--- src/rtl/rom_arb_pkg.sv ---
// Shared definitions for the ROM arbiter: requester IDs, response tag, defaults.
// Optional feature macro used by rom_arbiter: ROM_ARB_STATS_EN (grant/conflict counters).
package rom_arb_pkg;

  localparam int unsigned WORDS_DEF    = 4096;
  localparam int unsigned ROM_LAT_DEF  = 1;
  localparam int unsigned MAX_WAIT_DEF = 4;

  localparam int unsigned ADDR_W = 32;
  localparam int unsigned DATA_W = 32;
  localparam int unsigned WIDX_W = 30;
  localparam int unsigned STAT_W = 32;

  localparam logic REQ_IF = 1'b0;
  localparam logic REQ_D  = 1'b1;

  // Travels down the response pipe alongside the ROM read.
  typedef struct packed {
    logic valid;
    logic id;
    logic err;
  } resp_tag_t;

endpackage

--- src/rtl/rom_arbiter_if.sv ---
// Bus bundle between fetch/LSU requesters, the ROM array and the arbiter.
// master: requester + ROM side (drives valids, addresses, rom_rdata).
// slave : arbiter side (drives readys, responses, rom_en/rom_addr).
interface rom_arbiter_if;
  import rom_arb_pkg::*;

  logic              if_valid;
  logic              if_ready;
  logic [ADDR_W-1:0] if_addr;
  logic              if_rvalid;
  logic [DATA_W-1:0] if_rdata;
  logic              if_err;

  logic              d_valid;
  logic              d_ready;
  logic [ADDR_W-1:0] d_addr;
  logic              d_rvalid;
  logic [DATA_W-1:0] d_rdata;
  logic              d_err;

  logic              rom_en;
  logic [WIDX_W-1:0] rom_addr;
  logic [DATA_W-1:0] rom_rdata;

  modport master (
    output if_valid, if_addr, d_valid, d_addr, rom_rdata,
    input  if_ready, if_rvalid, if_rdata, if_err,
    input  d_ready, d_rvalid, d_rdata, d_err,
    input  rom_en, rom_addr
  );

  modport slave (
    input  if_valid, if_addr, d_valid, d_addr, rom_rdata,
    output if_ready, if_rvalid, if_rdata, if_err,
    output d_ready, d_rvalid, d_rdata, d_err,
    output rom_en, rom_addr
  );

endinterface

--- src/rtl/rom_arb_resp_pipe.sv ---
// ROM_LAT-deep shift register carrying response tags in lockstep with the ROM read.
// Ports: clk, rst_n (async active-low), tag_in (tag of this cycle's grant),
//        tag_out (tag whose ROM data is on rom_rdata this cycle).
module rom_arb_resp_pipe
  import rom_arb_pkg::*;
#(
  parameter int unsigned ROM_LAT = ROM_LAT_DEF
) (
  input  logic      clk,
  input  logic      rst_n,
  input  resp_tag_t tag_in,
  output resp_tag_t tag_out
);

  resp_tag_t tag_q [ROM_LAT];

  // Reset clears every stage so in-flight responses are dropped.
  always_ff @(posedge clk or negedge rst_n) begin
    if (!rst_n) begin
      for (int unsigned i = 0; i < ROM_LAT; i++) tag_q[i] <= '0;
    end else begin
      tag_q[0] <= tag_in;
      for (int unsigned i = 1; i < ROM_LAT; i++) tag_q[i] <= tag_q[i-1];
    end
  end

  assign tag_out = tag_q[ROM_LAT-1];

endmodule

--- src/rtl/rom_arbiter.sv ---
// Arbitrates one synchronous-read ROM port between instruction fetch and data load.
// Ports: clk, rst_n (async active-low), bus (rom_arbiter_if.slave: fetch/data
//        request+response channels and ROM read port).
// Optional: define ROM_ARB_STATS_EN to add stat_if_grants, stat_d_grants and
//           stat_conflicts (32-bit wrapping counters).
// Ready, rom_en/rom_addr and response data are combinational by design: the
// grant must reach the ROM in the request cycle and rom_rdata is forwarded as-is.
module rom_arbiter
  import rom_arb_pkg::*;
#(
  parameter int unsigned WORDS    = WORDS_DEF,
  parameter int unsigned ROM_LAT  = ROM_LAT_DEF,
  parameter int unsigned MAX_WAIT = MAX_WAIT_DEF
) (
  input  logic              clk,
  input  logic              rst_n,
  rom_arbiter_if.slave      bus
`ifdef ROM_ARB_STATS_EN
  ,
  output logic [STAT_W-1:0] stat_if_grants,
  output logic [STAT_W-1:0] stat_d_grants,
  output logic [STAT_W-1:0] stat_conflicts
`endif
);

  localparam int unsigned CNT_W = (MAX_WAIT < 1) ? 1 : $clog2(MAX_WAIT + 1);

  logic [CNT_W-1:0]  starve_q;
  logic [CNT_W-1:0]  starve_d;
  logic              gnt_if_c;
  logic              gnt_d_c;
  logic              any_gnt_c;
  logic [ADDR_W-1:0] sel_addr_c;
  logic              addr_err_c;
  resp_tag_t         tag_in_c;
  resp_tag_t         tag_out;

  // Grant select: data wins conflicts unless fetch has starved MAX_WAIT cycles.
  always_comb begin
    gnt_if_c = 1'b0;
    gnt_d_c  = 1'b0;
    if (rst_n) begin
      if (bus.if_valid && bus.d_valid) begin
        if (starve_q == CNT_W'(MAX_WAIT)) gnt_if_c = 1'b1;
        else                              gnt_d_c  = 1'b1;
      end else begin
        gnt_if_c = bus.if_valid;
        gnt_d_c  = bus.d_valid;
      end
    end
  end

  assign any_gnt_c  = gnt_if_c | gnt_d_c;
  assign sel_addr_c = gnt_if_c ? bus.if_addr : bus.d_addr;
  assign addr_err_c = (sel_addr_c[1:0] != 2'b00) ||
                      ({2'b00, sel_addr_c[31:2]} >= 32'(WORDS));

  assign bus.if_ready = gnt_if_c;
  assign bus.d_ready  = gnt_d_c;
  assign bus.rom_en   = any_gnt_c & ~addr_err_c;
  assign bus.rom_addr = bus.rom_en ? sel_addr_c[31:2] : '0;

  // Errored grants still occupy a pipe slot so latency and ordering are uniform.
  always_comb begin
    tag_in_c       = '0;
    tag_in_c.valid = any_gnt_c;
    tag_in_c.id    = gnt_d_c ? REQ_D : REQ_IF;
    tag_in_c.err   = any_gnt_c & addr_err_c;
  end

  // Starvation counter: counts consecutive lost cycles of a pending fetch.
  always_comb begin
    starve_d = '0;
    if (bus.if_valid && !gnt_if_c) begin
      starve_d = (starve_q == CNT_W'(MAX_WAIT)) ? starve_q : starve_q + CNT_W'(1);
    end
  end

  always_ff @(posedge clk or negedge rst_n) begin
    if (!rst_n) starve_q <= '0;
    else        starve_q <= starve_d;
  end

  rom_arb_resp_pipe #(
    .ROM_LAT (ROM_LAT)
  ) u_resp_pipe (
    .clk     (clk),
    .rst_n   (rst_n),
    .tag_in  (tag_in_c),
    .tag_out (tag_out)
  );

  // Response steering; error responses and the idle port return zero data.
  assign bus.if_rvalid = tag_out.valid & (tag_out.id == REQ_IF);
  assign bus.d_rvalid  = tag_out.valid & (tag_out.id == REQ_D);
  assign bus.if_err    = bus.if_rvalid & tag_out.err;
  assign bus.d_err     = bus.d_rvalid & tag_out.err;
  assign bus.if_rdata  = (bus.if_rvalid && !tag_out.err) ? bus.rom_rdata : '0;
  assign bus.d_rdata   = (bus.d_rvalid && !tag_out.err) ? bus.rom_rdata : '0;

`ifdef ROM_ARB_STATS_EN
  // Usage counters, wrap naturally at 2^32.
  always_ff @(posedge clk or negedge rst_n) begin
    if (!rst_n) begin
      stat_if_grants <= '0;
      stat_d_grants  <= '0;
      stat_conflicts <= '0;
    end else begin
      if (gnt_if_c)                   stat_if_grants <= stat_if_grants + STAT_W'(1);
      if (gnt_d_c)                    stat_d_grants  <= stat_d_grants + STAT_W'(1);
      if (bus.if_valid && bus.d_valid) stat_conflicts <= stat_conflicts + STAT_W'(1);
    end
  end
`endif

endmodule

--- src/flat_wrapper.sv ---
// flat-port wrapper written by rule: the top's interface ports become plain ports
module rom_arbiter_flat import rom_arb_pkg::*;
#(
  parameter int unsigned WORDS    = WORDS_DEF,
  parameter int unsigned ROM_LAT  = ROM_LAT_DEF,
  parameter int unsigned MAX_WAIT = MAX_WAIT_DEF
)
  (clk, rst_n, bus_if_valid, bus_if_addr, bus_d_valid, bus_d_addr, bus_rom_rdata, bus_if_ready, bus_if_rvalid, bus_if_rdata, bus_if_err, bus_d_ready, bus_d_rvalid, bus_d_rdata, bus_d_err, bus_rom_en, bus_rom_addr);
  rom_arbiter_if bus_i ();
  input  logic clk;
  input  logic rst_n;
  input wire logic [$bits(bus_i.if_valid)-1:0] bus_if_valid;
  input wire logic [$bits(bus_i.if_addr)-1:0] bus_if_addr;
  input wire logic [$bits(bus_i.d_valid)-1:0] bus_d_valid;
  input wire logic [$bits(bus_i.d_addr)-1:0] bus_d_addr;
  input wire logic [$bits(bus_i.rom_rdata)-1:0] bus_rom_rdata;
  output wire logic [$bits(bus_i.if_ready)-1:0] bus_if_ready;
  output wire logic [$bits(bus_i.if_rvalid)-1:0] bus_if_rvalid;
  output wire logic [$bits(bus_i.if_rdata)-1:0] bus_if_rdata;
  output wire logic [$bits(bus_i.if_err)-1:0] bus_if_err;
  output wire logic [$bits(bus_i.d_ready)-1:0] bus_d_ready;
  output wire logic [$bits(bus_i.d_rvalid)-1:0] bus_d_rvalid;
  output wire logic [$bits(bus_i.d_rdata)-1:0] bus_d_rdata;
  output wire logic [$bits(bus_i.d_err)-1:0] bus_d_err;
  output wire logic [$bits(bus_i.rom_en)-1:0] bus_rom_en;
  output wire logic [$bits(bus_i.rom_addr)-1:0] bus_rom_addr;
  assign bus_i.if_valid = bus_if_valid;
  assign bus_i.if_addr = bus_if_addr;
  assign bus_i.d_valid = bus_d_valid;
  assign bus_i.d_addr = bus_d_addr;
  assign bus_i.rom_rdata = bus_rom_rdata;
  assign bus_if_ready = bus_i.if_ready;
  assign bus_if_rvalid = bus_i.if_rvalid;
  assign bus_if_rdata = bus_i.if_rdata;
  assign bus_if_err = bus_i.if_err;
  assign bus_d_ready = bus_i.d_ready;
  assign bus_d_rvalid = bus_i.d_rvalid;
  assign bus_d_rdata = bus_i.d_rdata;
  assign bus_d_err = bus_i.d_err;
  assign bus_rom_en = bus_i.rom_en;
  assign bus_rom_addr = bus_i.rom_addr;
  rom_arbiter #(.WORDS(WORDS), .ROM_LAT(ROM_LAT), .MAX_WAIT(MAX_WAIT)) u_core (.clk(clk), .rst_n(rst_n), .bus(bus_i));
endmodule
--- config.mk ---
export PLATFORM = sky130hd
export DESIGN_NAME = rom_arbiter_flat
export DESIGN_NICKNAME = d
export VERILOG_FILES = /design/src/rtl/rom_arb_pkg.sv /design/src/rtl/rom_arbiter_if.sv /design/src/rtl/rom_arb_resp_pipe.sv /design/src/rtl/rom_arbiter.sv /design/src/flat_wrapper.sv
export SDC_FILE = /design/constraint.sdc
export NUM_CORES = 1
export LEC_CHECK = 0
export CORE_MARGIN = 2
export CORE_UTILIZATION = 23
export CTS_CLUSTER_DIAMETER = 150
export DETAILED_ROUTE_END_ITERATION = 10
export GPL_ROUTABILITY_DRIVEN = 0
export PLACE_DENSITY = 0.84
export REMOVE_ABC_BUFFERS = 1
export SETUP_SLACK_MARGIN = 0.4
export SLEW_MARGIN = 20
export SYNTH_ARGS = -nofsm -noshare
export SYNTH_HDL_FRONTEND = slang
export SYNTH_SLANG_ARGS = --single-unit
--- constraint.sdc ---
create_clock -name clk -period 2.58 [get_ports clk]
set_clock_uncertainty 0.15 [all_clocks]
set_input_delay 0.516 -clock clk [delete_from_list [all_inputs] [get_ports clk]]
set_output_delay 0.516 -clock clk [all_outputs]
set_load 0.02 [all_outputs]
==> metrics list, run 1 <==
* Outcome: complete, but fails checks
- Failing checks: setup timing
- The detail route stage leaves a number of antenna-violating nets equal to 0.
- Among all cell types in the netlist, the one instantiated most often is and2_1.
- Final cell area excluding filler cells: 3550 um^2
- Of all flip-flops after synthesis, the portion carrying an async set or reset was 100.0%.
* Core utilization of the finished layout: 68.63%
* Detailed-route wire length on metal 1: 2315 um
* CTS HTree Levels: 1
- After detailed routing, the number of vias per cell comes to 4.449.
- Number of buffers added on ports: 182
- In this run, post-CTS hold repair placed 0 buffers.
- Synth top area cells: and2_1, dfrtp_1, buf_4, mux2i_1, nor3_2
- Leakage: 1.682 nW
* Hold Path Class: in2async
* Grt total ovfl: 0
- Longest Clk Path Bufs: 2
- Count of vias placed by the detailed router: 1971
- After detailed routing, the met2 layer carries approximately 3800 um of wire.
* Fraction of synthesized cell area taken by the top area cell type: 33.03%
- Crit path launch type: input pin
- Summed over all layers, the routed wires come to 6666 um.
- Data on the critical path is required at its endpoint by ~1.9 ns.
- First DRT Iteration DRCs: 51
* Minimum setup slack in the final design: -0.2046 ns
- MaxCap Viol Count: 0
- Library cell used as clock root buffer: clkbuf_8
- Post-synth top flop: dfrtp_1
- Area Growth Syn to Fin: 184.0%
- Ranking of synthesized cells by instance count: and2_1, buf_4, mux2i_1, nor3_2, nor4_1
- Detailed-router iteration count before antenna repair: 4
* Maximum number of pins on one net before global-route repair: 33
- Setup repair after global routing could not meet its margin everywhere.
- Initial Utilization: between 20% and 30%
- Number of warnings reported in the yosys synthesis log: 0
- In this run, CTS created clock tree buffers numbering 3.
- Clock tree synthesis found a total of 6 sinks.
- Worst endpoint data arrival time: 2.12 ns
- Chip width: between 70 and 80 um
- The first global-routing pass estimated 9246 um of wire.
* Clock latency reported for the late side of the worst-skew pair: 0.22 ns
* Maximum fanout along the worst path: 4
* TritonCTS clock tree: yes
- Counting stages on the worst path, the most repeated cell is buf_6.
- Final hold viol count: 0
* Average footprint of a synthesized cell: about 7.5 um^2
- Of the cells placed in the final design, the portion with a size suffix greater than 1 is about 46%.
- Worst-path clk slew: 0.04 ns
* Number of max-slew violations in the final report: 0
- The synthesized netlist contains 28 unique library cells.
* Largest area contributor in the netlist: and2_1
- For this run, the post-layout net count is 477.
* Number of cells in the finished layout apart from fillers: 443
* Final critical-path required period: between 2 and 3 ns
- Area post-placement: 3176 um^2
- The initial antenna violation count was 0.
- The detailed router used layers up to and including met4.
- In this run the cell area of the synthesized design comes to 1250 um^2.
* Half-perimeter wire length after detailed placement: 4835 um
- Die area: 6040 um^2
- The cell count after synthesis came out at 167.
- FMAX: 359.1 MHz
- DP Worst Slack: -0.9267 ns
* Type of element capturing the critical path: output port
* Aggregate global-route resource usage: 19.07%
- Routed length on met3: between 400 and 500 um
- Via count of the first global-routing pass: 1954
- Number of storage elements in the synthesis netlist: 6
- DR WL/cell: 15.05 um
* Die Span Y: between 70 and 80 um
* Antenna diode count: 0
- Type of the setup path with the least slack: in2out
- Across the VDD grid, the largest voltage drop is 0.1698 mV.
- DRC violation count after routing: 0
* Power per cell area: 200.4 nW/um^2
- Placed cell count: 422
- Period Utilization, post-route: 107.9%
* Core Rows: 26
- 201 I/O pins were placed.
* Proportion of synthesized chip area in sequential cells: 12.01%
- Cell with the largest stage delay on the worst path: or4_4
* Final setup vio count: 13
* Number of flops mapped to enable cells by yosys: 0
- The region available for standard cell placement spans 5172 um^2.
- Critical Path Max Stage Delay: 0.53 ns
* Critical path cell sequence: buf_6, or4_4, nor4_4, buf_4, a2bb2oi_4, buf_6, nor3_4, buf_6
==> state kept, by name, indices dropped and copies added (netlist names) <==
name and cells:
u_core.starve_q 3, u_core.u_resp_pipe.tag_out 3
==> worst max-delay path, delay by kind of cell <==
family	cells	cell delay, ns
compound gates	1	0.06
simple gates	3	0.98
buf+inv	4	0.55
==> cell families (layout without fill, tap and decap cells) <==
family / count (synthesis) / after routing / synth area share, %
AND/OR/NAND/NOR: 108 / 108 / 55.96
buffers and inverters: 30 / 218 / 15.32
multiplexers: 12 / 12 / 9.610
AO/OA/AOI/OAI: 7 / 8 / 4.104
flip-flops: 6 / 6 / 12.01
adder cells (fa/ha/maj): 2 / 2 / 2.002
other: 1 / 18 / 0.3000
XOR/XNOR: 1 / 1 / 0.7008
==> cells in the final DEF (no fill, tap or decap), drive strengths merged <==
cell	count
and2	67
or4	2
a21boi	1
xnor2	1
mux2i	12
clkdlybuf4s50	82
a31oi	1
clkdlybuf4s15	3
o211ai	1
dlymetal6s2s	3
nand2	5
nor2	5
a21oi	1
nor4	9
conb	18
nand3	2
dfrtp	6
clkbuf	7
buf	108
inv	3
nor3	13
and3	2
dlygate4sd2	12
o21ai	2
ha	2
nor2b	3
a2bb2oi	2
==> through the flow <==
stage | power (W) | hold WS (ns) | TNS, ns
after CTS | 0.0006579 | 0.2076 | -1.847
after global placement | 0.0005179 | 0.4516 | -11.76
after detailed placement | 0.0005230 | 0.4672 | -12.26
after floorplan | 0.0002516 | 0.07041 | -5.574
final | 0.0007114 | 0.2025 | -2.109
after global routing | 0.0007485 | 0.2338 | -3.372
==> cell type report <==
type | instances | area [um^2]
sequential | 6 | 150.1
timing repair buffer | 212 | 2054
tap | 70 | 87.58
inverter | 3 | 11.26
clock buffer | 3 | 41.29
fill | 412 | 1623
multi-input combinational | 149 | 1205
==> report_power, final <==
part	internal, W	switching, W
combinational	0.000265	0.000197
sequential	0.000102	0.00000635
clock	0.000100	0.0000401
==> path summary, 6_finish.rpt <==
path / cells after the start / end / slack (ns) / startpoint
worst max-delay path: 8 / bus_rom_addr[8] / -0.20 / bus_if_addr[16]
worst min-delay path: 2 / u_core.u_resp_pipe.tag_out[1] / 0.20 / rst_n
worst max register to register: 10 / u_core.u_resp_pipe.tag_out[0] / 0.61 / u_core.starve_q[0]
worst min register to register: 2 / u_core.u_resp_pipe.tag_out[1] / 0.50 / u_core.starve_q[2]
max in group asynchronous: 2 / u_core.starve_q[0] / 1.96 / rst_n
min in group clk: 2 / u_core.u_resp_pipe.tag_out[1] / 0.50 / u_core.starve_q[2]
==> timing repair <==
action                                  CTS  global route
hold endpoints to repair                  0             0
gates cloned                              2             4
setup buffers                             8             4
gates resized for setup                 322           180
pin swaps                                15            31
endpoints found under the setup margin   80            69
==> routing by layer <==
layer / global-route usage [%] / vias to the layer above
met5: 0 / -
met3: 4.651 / 7
met2: 39.14 / 125
met1: 18.56 / 896
li1: - / 943
met4: 4.643 / 0
Power figures use the tool's default switching activity.
==> run 2: changes to the inputs <==
--- a/config.mk
+++ b/config.mk
@@ -8,5 +8,5 @@
 export CORE_MARGIN = 2
 export CORE_UTILIZATION = 23
-export CTS_CLUSTER_DIAMETER = 150
+export CTS_CLUSTER_DIAMETER = 100
 export DETAILED_ROUTE_END_ITERATION = 10
 export GPL_ROUTABILITY_DRIVEN = 0
==> constraint.sdc (replaced) <==
create_clock -name clk -period 2.58 [get_ports clk]
set_clock_uncertainty 0.15 [all_clocks]
set_input_delay 0.258 -clock clk [delete_from_list [all_inputs] [get_ports clk]]
set_output_delay 0.258 -clock clk [all_outputs]
set_load 0.02 [all_outputs]
==> run 2 against run 1 <==
Compared with the run above:
- the flow now finishes without violations
- power is 9.3% lower
- fmax is 17% higher
- via count is 7.1% lower
- non-clock buffer count is 12 lower
==> metrics list, run 2 (same netlist as run 1, synthesis figures left out) <==
- Commonest cells after routing, fill and taps aside: clkdlybuf4s50_1, dlygate4sd2_1, and2_1, buf_4, conb_1
- Aggregate global-route resource usage: 18.27%
- The worst hold path belongs to the class in2async.
- The die is 77.72 um wide.
- MaxCap Viol Count: 0
- By instance count, the cell type seen most on the critical path is buf_4.
- Final hold viol count: 0
- The critical path starts at u_core.starve_q[1].
- Slack of the worst reg-to-reg path: 0.64 ns
- Critical path cell sequence: inv_1, ha_2, a21boi_2, buf_6, o211ai_1, buf_4, a2bb2oi_4, nor3_2, buf_4
- The pre-antenna-repair detailed-routing pass consisted of 3 iterations.
- Part of the total power dissipated in the clock network: 21.5%
- First DRT Iteration DRCs: 12
* Initial Utilization: between 20% and 30%
* Die Span Y: 77.72 um
- Maximum number of pins on one net before global-route repair: 33
- Req. time, crit path: 2.17 ns
- The detailed router placed 1832 vias in this run.
- Of the available clock period, the critical path in the final layout requires 92.25%.
- RSZ-0062 raised after global routing: true
- Combined buffer and inverter count along the critical path: 4
- Routed Antenna Nets: 0
- Of the cells placed in the final design, the portion with a size suffix greater than 1 is 16.34%.
- Worst endpoint data arrival time: 1.97 ns
- Sequential fraction of design power: 16.6%
* Power per cell area: 201.8 nW/um^2
- CTS Buf Count: 3
- Critical Path Max Stage Delay: 0.37 ns
- Counting cells, the worst reg-to-reg path comes to 9.
- The initial antenna violation count is 0.
* Number of primary I/O pins: 201
- Counting every sink on the clock net gives 6.
* Longest Clk Path Bufs: 2
- STA classifies the critical path startpoint as a flip-flop.
- Worst reg2reg path startpoint: u_core.starve_q[1]
- Type of the setup path with the least slack: reg2out
- In this run the clock root is driven by a clkbuf_8.
* Final Routed Wirelength: between 5000 and 6000 um
* CTS HTree Levels: 1
- Number of max-slew violations in the final report: 0
- The flow ran to the end, and the final reports show no timing, DRC or antenna violations.
- Half-perimeter wire length after detailed placement: 4851 um
- For this run the aggregate overflow at the end of global routing stands at 0.
* Core utilization of the finished layout: 61.78%
- Global-route wire length before repair: 8700 um
* Core Rows: 26
- Final net count: 465
* Combinational fraction of design power: 61.9%
- Cell count along the critical path: 9
- Core Area: 5172 um^2
* Final setup vio count: 0
* Final critical-path required period: 2.380 ns
- Clock latency on the worst-skew pair, taken at its later pin, is 0.22 ns.
- Worst-path clk slew: 0.03 ns
* Area Growth Syn to Fin: 155.7%
- The die covers ~6000 um^2.
- Delay-heaviest family, CP: compound AO/OA/AOI/OAI gates
- DRC violation count after routing: 0
- Total net switching power: 0.0002157 W
* TritonCTS clock tree: yes
- DR WL/cell: between 10 and 15 um
- Number of buffers added on ports: 182
- Via count of the first global-routing pass: around 1800
- For this run, the top clock speed supported by timing is between 400 and 500 MHz.
- Type of element capturing the critical path: output port
- Worst hold slack after final layout: between 0.15 and 0.2 ns
- End point of the critical path: bus_rom_addr[0]
* Maximum fanout along the worst path: 7
- Worst r2r dst: u_core.u_resp_pipe.tag_out[0]
- The internal power of the cells totals 0.0004292 W.
* Antenna diode count: 0
- Cell with the largest stage delay on the worst path: dfrtp_1
- Switching part of the total power: 33.44%
- In this run the static leakage power is 1.591 nW.
- Dividing the detail-routed via count by the number of cells gives roughly 4.3.
- Largest voltage drop on the vdd net: 0.1267 mV
- Leaving out fill and tap cells, the most frequent cell in the layout is clkdlybuf4s50_1.
==> run 2: changes by cell type in the layout (fill, tap and decap cells not counted), sizes merged <==
cell           previous run  this run
clkdlybuf4s15             3         5
clkbuf                    7         3
clkdlybuf4s50            82        96
dlymetal6s2s              3         0
dlygate4sd2              12        67
buf                     108        32
==> run 2: worst min-delay path by stage <==
stage               start                       endpoint  slack (ns)  depth (start not counted)
finish              rst_n             u_core.starve_q[1]        0.19                          2
global route        rst_n  u_core.u_resp_pipe.tag_out[0]        0.21                          2
CTS                 rst_n             u_core.starve_q[1]        0.20                          2
detailed placement  rst_n  u_core.u_resp_pipe.tag_out[2]        0.43                          2
global placement    rst_n  u_core.u_resp_pipe.tag_out[1]        0.44                          2
floorplan           rst_n             u_core.starve_q[0]       -0.19                          0
==> run 2: metal layers <==
metal / routed length [um] / up-vias / part of all wire, % / track usage [%]
met5: 0 / - / 0 / 0
met4: 161 / 0 / 2.8 / 7.679
met3: 489 / 13 / 8.4 / 3.372
met2: 3126 / 121 / 54 / 36.38
met1: 2015 / 785 / 35 / 18.09
li1: - / 913 / - / -
==> run 2: through the flow <==
step | total power [W] | instance area (um^2) | setup slack (ns) | TNS [ns] | instances
2_1_floorplan | 0.0002516 | 1134 | -0.2980 | -2.348 | 157
3_3_place_gp | 0.0005134 | 3151 | -0.3696 | -4.514 | 422
3_5_place_dp | 0.0005182 | 3151 | -0.4396 | -5.186 | 422
4_1_cts | 0.0006436 | 3166 | 0.2172 | 0 | 430
5_1_grt | 0.0006858 | 3196 | 0.09086 | 0 | 431
6_report | 0.0006449 | 3196 | 0.2000 | 0 | 431
==> run 2: cell type report <==
type	instances	area (um^2)
Inverter	3	11.26
Clock buffer	3	41.29
Multi-Input combinational cell	149	1055
Tap cell	70	87.58
Sequential cell	6	150.1
Timing Repair Buffer	200	1851
Fill cell	488	1977
==> run 2: worst reg2reg max path, delay by kind of cell (launching register included) <==
family	cells	cell delay, ns
adders and majority gates	1	0.18
and+or+nand+nor	1	0.13
DFF	1	0.37
AOI/OAI and AO/OA	3	0.51
buffers and inverters	4	0.53
==> run 2: power groups by stage <==
stage	combinational (W)	sequential, W	clock [W]
finish	0.000399	0.000107	0.000139
global route	0.000429	0.000108	0.000149
CTS	0.000396	0.000107	0.000140
detailed placement	0.000410	0.000108	0
global placement	0.000406	0.000107	0
floorplan	0.000143	0.000109	0
==> run 2: timing repair <==
action	4_1_cts	5_1_grt
setup buffers	4	0
pin swaps	11	1
resized for setup	149	8
endpoints found under the setup margin	79	28
gates cloned	1	1
hold buffers	0	0
